### src/rtl/cpu_pkg.sv
// Shared definitions for the 16-bit 4-stage CPU: opcodes, ALU operand selects
// and the control FSM state type.
package cpu_pkg;

    localparam logic [3:0] OP_MV   = 4'h0;
    localparam logic [3:0] OP_ADD  = 4'h1;
    localparam logic [3:0] OP_SUB  = 4'h2;
    localparam logic [3:0] OP_CMP  = 4'h3;
    localparam logic [3:0] OP_LD   = 4'h4;
    localparam logic [3:0] OP_ST   = 4'h5;
    localparam logic [3:0] OP_MVHI = 4'h6;
    localparam logic [3:0] OP_JR   = 4'h8;
    localparam logic [3:0] OP_JZ   = 4'h9;
    localparam logic [3:0] OP_JN   = 4'hA;
    localparam logic [3:0] OP_CALL = 4'hC;

    localparam logic [2:0] SEL_A_RX    = 3'd0;
    localparam logic [2:0] SEL_A_RY    = 3'd1;
    localparam logic [2:0] SEL_A_PC    = 3'd2;
    localparam logic [2:0] SEL_A_IMM   = 3'd3;
    localparam logic [2:0] SEL_A_IMMHI = 3'd4;

    localparam logic [2:0] SEL_B_RY    = 3'd0;
    localparam logic [2:0] SEL_B_IMM   = 3'd1;
    localparam logic [2:0] SEL_B_OFFS  = 3'd2;
    localparam logic [2:0] SEL_B_ZERO  = 3'd3;

    typedef enum logic {
        ST_RUN   = 1'b0,
        ST_FLUSH = 1'b1
    } ctrl_state_t;

endpackage

### src/rtl/cpu_decode.sv
// Combinational opcode-to-control map; one copy serves the execute stage and
// another the write stage, each consuming only the outputs relevant to it.
module cpu_decode
    import cpu_pkg::*;
(
    input  logic [4:0] i_opcode,
    input  logic       i_en,
    input  logic       i_n,
    input  logic       i_z,
    output logic [2:0] o_sel_a,
    output logic [2:0] o_sel_b,
    output logic       o_addsub,
    output logic       o_ldnz,
    output logic       o_mem_rd,
    output logic       o_mem_wr,
    output logic       o_ldr,
    output logic       o_ld_mem_rd,
    output logic       o_taken,
    output logic       o_ldpc_7
);
    logic [3:0] w_op;
    logic       w_imm;

    assign w_op  = i_opcode[3:0];
    assign w_imm = i_opcode[4];

    always_comb begin
        o_sel_a     = 3'd0;
        o_sel_b     = 3'd0;
        o_addsub    = 1'b0;
        o_ldnz      = 1'b0;
        o_mem_rd    = 1'b0;
        o_mem_wr    = 1'b0;
        o_ldr       = 1'b0;
        o_ld_mem_rd = 1'b0;
        o_taken     = 1'b0;
        o_ldpc_7    = 1'b0;
        if (i_en) begin
            case (w_op)
                OP_MV: begin
                    o_sel_a = w_imm ? SEL_A_IMM : SEL_A_RY;
                    o_sel_b = SEL_B_ZERO;
                    o_ldr   = 1'b1;
                end
                OP_ADD, OP_SUB, OP_CMP: begin
                    o_sel_a  = SEL_A_RX;
                    o_sel_b  = w_imm ? SEL_B_IMM : SEL_B_RY;
                    o_ldnz   = 1'b1;
                    o_addsub = (w_op != OP_ADD);
                    o_ldr    = (w_op != OP_CMP);
                end
                // ld/st have no immediate form; those codes fall through as NOPs
                OP_LD: begin
                    if (!w_imm) begin
                        o_mem_rd    = 1'b1;
                        o_ldr       = 1'b1;
                        o_ld_mem_rd = 1'b1;
                    end
                end
                OP_ST: begin
                    if (!w_imm) o_mem_wr = 1'b1;
                end
                OP_MVHI: begin
                    o_sel_a = SEL_A_IMMHI;
                    o_sel_b = SEL_B_ZERO;
                    o_ldr   = 1'b1;
                end
                OP_JR, OP_JZ, OP_JN, OP_CALL: begin
                    o_sel_a  = w_imm ? SEL_A_PC : SEL_A_RY;
                    o_sel_b  = w_imm ? SEL_B_OFFS : SEL_B_ZERO;
                    o_taken  = (w_op == OP_JR) || (w_op == OP_CALL) ||
                               ((w_op == OP_JZ) && i_z) ||
                               ((w_op == OP_JN) && i_n);
                    o_ldpc_7 = (w_op == OP_CALL);
                end
                default: ;
            endcase
        end
    end

endmodule

### src/rtl/cpu_control.sv
// Pipeline control for the 4-stage CPU: stage decode, jump resolution in the
// write stage with a timed squash window, and retire/flush counters.
//   state    | meaning
//   ST_RUN   | normal issue; a taken jump squashes read/execute this cycle
//   ST_FLUSH | discarding wrong-path fetch data for FLUSH_CYCLES cycles
module cpu_control
    import cpu_pkg::*;
#(
    parameter int FLUSH_CYCLES = 1,
    parameter int CNT_W        = 16
) (
    input  logic             clk,
    input  logic             reset,
    input  logic [4:0]       read_opcode,
    input  logic [4:0]       execute_opcode,
    input  logic             n,
    input  logic             z,
    input  logic             fetch_v,
    input  logic             read_v,
    input  logic             execute_v,
    input  logic             write_v,
    output logic             ctrl_fetch_v,
    output logic             ctrl_read_v,
    output logic             ctrl_execute_v,
    output logic             ctrl_write_v,
    output logic             mem_rd,
    output logic             mem_wr,
    output logic             ld_mem_rd,
    output logic [2:0]       sel_a,
    output logic [2:0]       sel_b,
    output logic             addsub,
    output logic             ldnz,
    output logic             ldpc,
    output logic             ldpc_7,
    output logic             ldr,
    output logic [CNT_W-1:0] o_retired,
    output logic [CNT_W-1:0] o_flushes
);
    localparam int FC_W = (FLUSH_CYCLES < 2) ? 1 : $clog2(FLUSH_CYCLES + 1);

    ctrl_state_t     r_state, w_state_nxt;
    logic [FC_W-1:0] r_cnt, w_cnt_nxt;
    logic [CNT_W-1:0] r_retired, r_flushes;

    logic w_squash, w_taken, w_ex_en, w_wr_en;

    logic [2:0] w_wr_sel_a, w_wr_sel_b;
    logic w_wr_addsub, w_wr_ldnz, w_wr_mem_rd, w_wr_mem_wr;
    logic w_ex_ldr, w_ex_ld_mem_rd, w_ex_taken, w_ex_ldpc_7;

    assign w_wr_en = write_v & ~reset;
    assign w_ex_en = read_v & ~reset & ~w_squash;

    cpu_decode u_dec_ex (
        .i_opcode    (read_opcode),
        .i_en        (w_ex_en),
        .i_n         (1'b0),
        .i_z         (1'b0),
        .o_sel_a     (sel_a),
        .o_sel_b     (sel_b),
        .o_addsub    (addsub),
        .o_ldnz      (ldnz),
        .o_mem_rd    (mem_rd),
        .o_mem_wr    (mem_wr),
        .o_ldr       (w_ex_ldr),
        .o_ld_mem_rd (w_ex_ld_mem_rd),
        .o_taken     (w_ex_taken),
        .o_ldpc_7    (w_ex_ldpc_7)
    );

    cpu_decode u_dec_wr (
        .i_opcode    (execute_opcode),
        .i_en        (w_wr_en),
        .i_n         (n),
        .i_z         (z),
        .o_sel_a     (w_wr_sel_a),
        .o_sel_b     (w_wr_sel_b),
        .o_addsub    (w_wr_addsub),
        .o_ldnz      (w_wr_ldnz),
        .o_mem_rd    (w_wr_mem_rd),
        .o_mem_wr    (w_wr_mem_wr),
        .o_ldr       (ldr),
        .o_ld_mem_rd (ld_mem_rd),
        .o_taken     (w_taken),
        .o_ldpc_7    (ldpc_7)
    );

    // Stage valids from the datapath and the cross-stage decode halves are not needed here
    logic w_unused;
    assign w_unused = ^{fetch_v, execute_v, w_wr_sel_a, w_wr_sel_b, w_wr_addsub,
                        w_wr_ldnz, w_wr_mem_rd, w_wr_mem_wr, w_ex_ldr,
                        w_ex_ld_mem_rd, w_ex_taken, w_ex_ldpc_7};

    always_comb begin
        w_state_nxt = r_state;
        w_cnt_nxt   = r_cnt;
        w_squash    = 1'b0;
        case (r_state)
            ST_RUN: begin
                if (w_taken) begin
                    w_squash = 1'b1;
                    if (FLUSH_CYCLES > 0) begin
                        w_state_nxt = ST_FLUSH;
                        w_cnt_nxt   = FC_W'(FLUSH_CYCLES);
                    end
                end
            end
            ST_FLUSH: begin
                w_squash = 1'b1;
                if (r_cnt == FC_W'(1)) begin
                    w_state_nxt = ST_RUN;
                    w_cnt_nxt   = '0;
                end else begin
                    w_cnt_nxt = r_cnt - FC_W'(1);
                end
            end
            default: begin
                w_state_nxt = ST_RUN;
                w_cnt_nxt   = '0;
            end
        endcase
    end

    always_ff @(posedge clk) begin
        if (reset) begin
            r_state   <= ST_RUN;
            r_cnt     <= '0;
            r_retired <= '0;
            r_flushes <= '0;
        end else begin
            r_state <= w_state_nxt;
            r_cnt   <= w_cnt_nxt;
            if (write_v) r_retired <= r_retired + CNT_W'(1);
            if (w_taken) r_flushes <= r_flushes + CNT_W'(1);
        end
    end

    assign ctrl_fetch_v   = ~reset;
    assign ctrl_write_v   = ~reset;
    assign ctrl_read_v    = ~reset & ~w_squash;
    assign ctrl_execute_v = ~reset & ~w_squash;
    assign ldpc           = w_taken;
    assign o_retired      = r_retired;
    assign o_flushes      = r_flushes;

endmodule

### config.mk
export PLATFORM = sky130hd
export DESIGN_NAME = cpu_control
export DESIGN_NICKNAME = d
export VERILOG_FILES = /design/src/rtl/cpu_pkg.sv /design/src/rtl/cpu_decode.sv /design/src/rtl/cpu_control.sv
export SDC_FILE = /design/constraint.sdc
export NUM_CORES = 1
export LEC_CHECK = 0
export BUFFER_PORTS_ARGS = -buffer_cell sky130_fd_sc_hd__buf_2
export CELL_PAD_IN_SITES_DETAIL_PLACEMENT = 1
export CELL_PAD_IN_SITES_GLOBAL_PLACEMENT = 1
export CORE_MARGIN = 4
export CORE_UTILIZATION = 40
export CTS_CLUSTER_DIAMETER = 80
export DETAILED_ROUTE_END_ITERATION = 7
export HOLD_SLACK_MARGIN = 0.05
export PLACE_DENSITY = 0.93
export SLEW_MARGIN = 20
export SYNTH_ARGS = -nofsm -noshare
export SYNTH_HDL_FRONTEND = slang
export SYNTH_HIERARCHICAL = 1
export SYNTH_SLANG_ARGS = --single-unit
### constraint.sdc
create_clock -name clk -period 5.28 [get_ports clk]
set_clock_uncertainty 0.05 [all_clocks]
set_input_delay 1.056 -clock clk [delete_from_list [all_inputs] [get_ports clk]]
set_output_delay 1.056 -clock clk [all_outputs]
set_load 0.01 [all_outputs]
==> qor.yml <==
drt.antenna.violating_nets: 0
clock_tree.htree_level_count: 2
place.port_buffers: 64
start_util_pct: 41.5
path_max_fanout: 9
status: "complete, no violations"
global_route_wire_length_before_repair_mm: 8.51
post_route_cells_drive_above_1_share_pct: 33.9
pin_count_of_the_biggest_net_entering_global_routing: 37
topRoutingLayerUsed: "met4"
syn_avg_cell_area_um2: 8.65
cp_top_family: "simple AND/OR/NAND/NOR gates"
timing.setup.critical_path_class: "input port to output pin"
cp_cell_sequence: "buf_2 -> nand2b_1 -> a21oi_1 -> a21oi_1 -> nor2_1 -> buf_4 -> nor3_1 -> and2_1 -> nand2_1 -> a221oi_1 -> buf_2"
power.switching_fraction_pct: 23.4
p_seq_share_pct: 49.0
p_comb_share_pct: 8.9
global_route.usage.total_pct: 17.2
hold_path.class: "register to register"
power-per-cell-area_nw_per_um2: 227
cts_setup_buffers: 0
clockBufferDepth: 2
fp-row-count: 25
hpwl_mm: 3.75
wl_met2_mm: 2.56
drc: 0
die_width_um: 78.2
number_of_cts_inserted_buffers: 5
die_height_um: 78.2
clock-root-buffer: "sky130_fd_sc_hd__clkbuf_8"
final-setup-viol-count: 0
endpoint_of_the_most_critical_register_to_register_path: "o_flushes[12]"
wl_met1_mm: 2.03
drt_first_pass_iters: 4
route.vias.total: 1805
timing.critical_path.slowest_cell_delay_ps: 330
flow.area_growth_from_synthesis_pct: 19.8
post-route-period-util_pct: 74.9
design.die.area_um2: 6120
io_pins: 68
crit_path_start_kind: "input port"
ctsHoldBuffers: 0
worst_hold_path.num_cells: 1
critical_path_buf_inv_count: 3
totalWireLength_mm: 4.91
fin_setup_tns_ps: 0
p_sw_mw: 0.126
timing_hold_violations_final: 0
crit-reg2reg-launch: "o_flushes[0]"
max-vdd-ir-drop_v: 0.000123
route.met3.wl_um: 220
post_cts_resize_count: 0
cell_internal_pwr_mw: 0.411
whs_endpoint: "r_state"
detail_route.vias_per_cell: 5.16
clk_pin_slew_ps: 70
report.final.slew_viol_count: 0
setup.worst_path.end_class: "output pin"
antenna_cells_inserted: 0
tritoncts: "built"
numClockSinks: 34
grt_antenna_before_repair: 0
core_footprint_um2: 4750
achievable-frequency_ghz: 0.253
drt_iter0_drc: 40
power.static_leakage_nw: 1.01
gp_congestion: 0.791
cp.depth: 11
final_critical_path_setup_slack_ps: 1320
dpl_worst_slack_ps: 1320
insertion_delay_ps: 290
layout.nets: 302
unrepaired_setup_endpoints_after_global_routing: "false"
yosysWarningCount: 6
r2r_setup_slack_ps: 3660
synth_fp_nets: 248
clkPwrFrac_pct: 42.1
grt-ovfl-total: 0
cap_viol_max_count: 0
timing.reg2reg.worst_path_depth: 5
crit_arrival_ps: 2850
worst-endpoint-required_ps: 4170
post_drt_wl_per_cell_um: 14.0
hold_sp: "r_cnt"
grt_pass1_vias: 1828
timing.critical_path.slowest_stage_cell: "sky130_fd_sc_hd__and2_1"
post-route-min-period_ps: 3960
post_synth_instance_area_um2: 1970
netlist_instances: 228
## power by group through the flow
stage	clock (mW)	sequential [mW]	combinational [mW]
3_3_place_gp	0	0.268	0.0468
5_1_grt	0.243	0.263	0.0540
2_1_floorplan	0	0.269	0.0356
3_5_place_dp	0	0.269	0.0486
6_report	0.226	0.263	0.0480
4_1_cts	0.231	0.263	0.0488
## flip-flops by register name, indices dropped and copies added, names as in the netlist
signal     cells
o_flushes     16
o_retired     16
r_cnt          1
r_state        1
## cell usage in the layout, fill, tap and decap left out, types with 2 or more instances in the layout
cell type and count:
sky130_fd_sc_hd__nor2b_2 2, sky130_fd_sc_hd__a211oi_1 2, sky130_fd_sc_hd__xor2_1 5, sky130_fd_sc_hd__o21a_1 4
sky130_fd_sc_hd__dfxtp_1 34, sky130_fd_sc_hd__a21o_1 2, sky130_fd_sc_hd__nor3_1 11, sky130_fd_sc_hd__nand2_1 13
sky130_fd_sc_hd__nand4_1 6, sky130_fd_sc_hd__buf_2 64, sky130_fd_sc_hd__nor2b_1 3, sky130_fd_sc_hd__xnor2_1 19
sky130_fd_sc_hd__nand3_1 9, sky130_fd_sc_hd__nor4_1 4, sky130_fd_sc_hd__a21oi_1 7, sky130_fd_sc_hd__buf_4 2
sky130_fd_sc_hd__nor2_1 32, sky130_fd_sc_hd__clkbuf_8 8, sky130_fd_sc_hd__nand4_4 2, sky130_fd_sc_hd__or3_1 4
sky130_fd_sc_hd__nand4_2 2, sky130_fd_sc_hd__mux2i_1 2, sky130_fd_sc_hd__nor4_2 7, sky130_fd_sc_hd__o21ai_0 5
sky130_fd_sc_hd__inv_1 11, sky130_fd_sc_hd__ha_1 2, sky130_fd_sc_hd__nand2b_1 2, sky130_fd_sc_hd__o22ai_1 2
## how the worst max path moves through the flow
stage | slack, ps | endpoint | startpoint
2_1_floorplan | 1150 | mem_wr | reset
3_3_place_gp | 1350 | sel_b[1] | write_v
3_5_place_dp | 1320 | sel_b[1] | write_v
4_1_cts | 1310 | sel_b[1] | write_v
5_1_grt | 970 | sel_b[1] | execute_opcode[2]
6_report | 1320 | sel_b[1] | execute_opcode[2]
## area by class of cell
type	count	area [um2]
clock buffers	8	110
fillers	624	2390
inverters	11	41.3
multi-input cells	164	1110
flip-flops and latches	34	681
well taps	67	83.8
repair buffers	66	335
## per-stage QoR
stage          util, %  power [mW]  area [um2]  hold slack [ps]  std cells
2_1_floorplan        -       0.304        1970              377        228
3_3_place_gp      47.4       0.315        2250              383        342
3_5_place_dp      47.4       0.317        2250              415        342
4_1_cts           49.7       0.543        2360              426        350
5_1_grt           49.7       0.560        2360              448        350
6_report          49.7       0.537        2360              425        350
## layer usage
metal,track usage [%],vias to the layer above
li1,-,883
met1,19.0,865
met2,31.7,44
met3,3.90,13
met4,6.82,0
met5,0,-
Power figures use the tool's default switching activity.
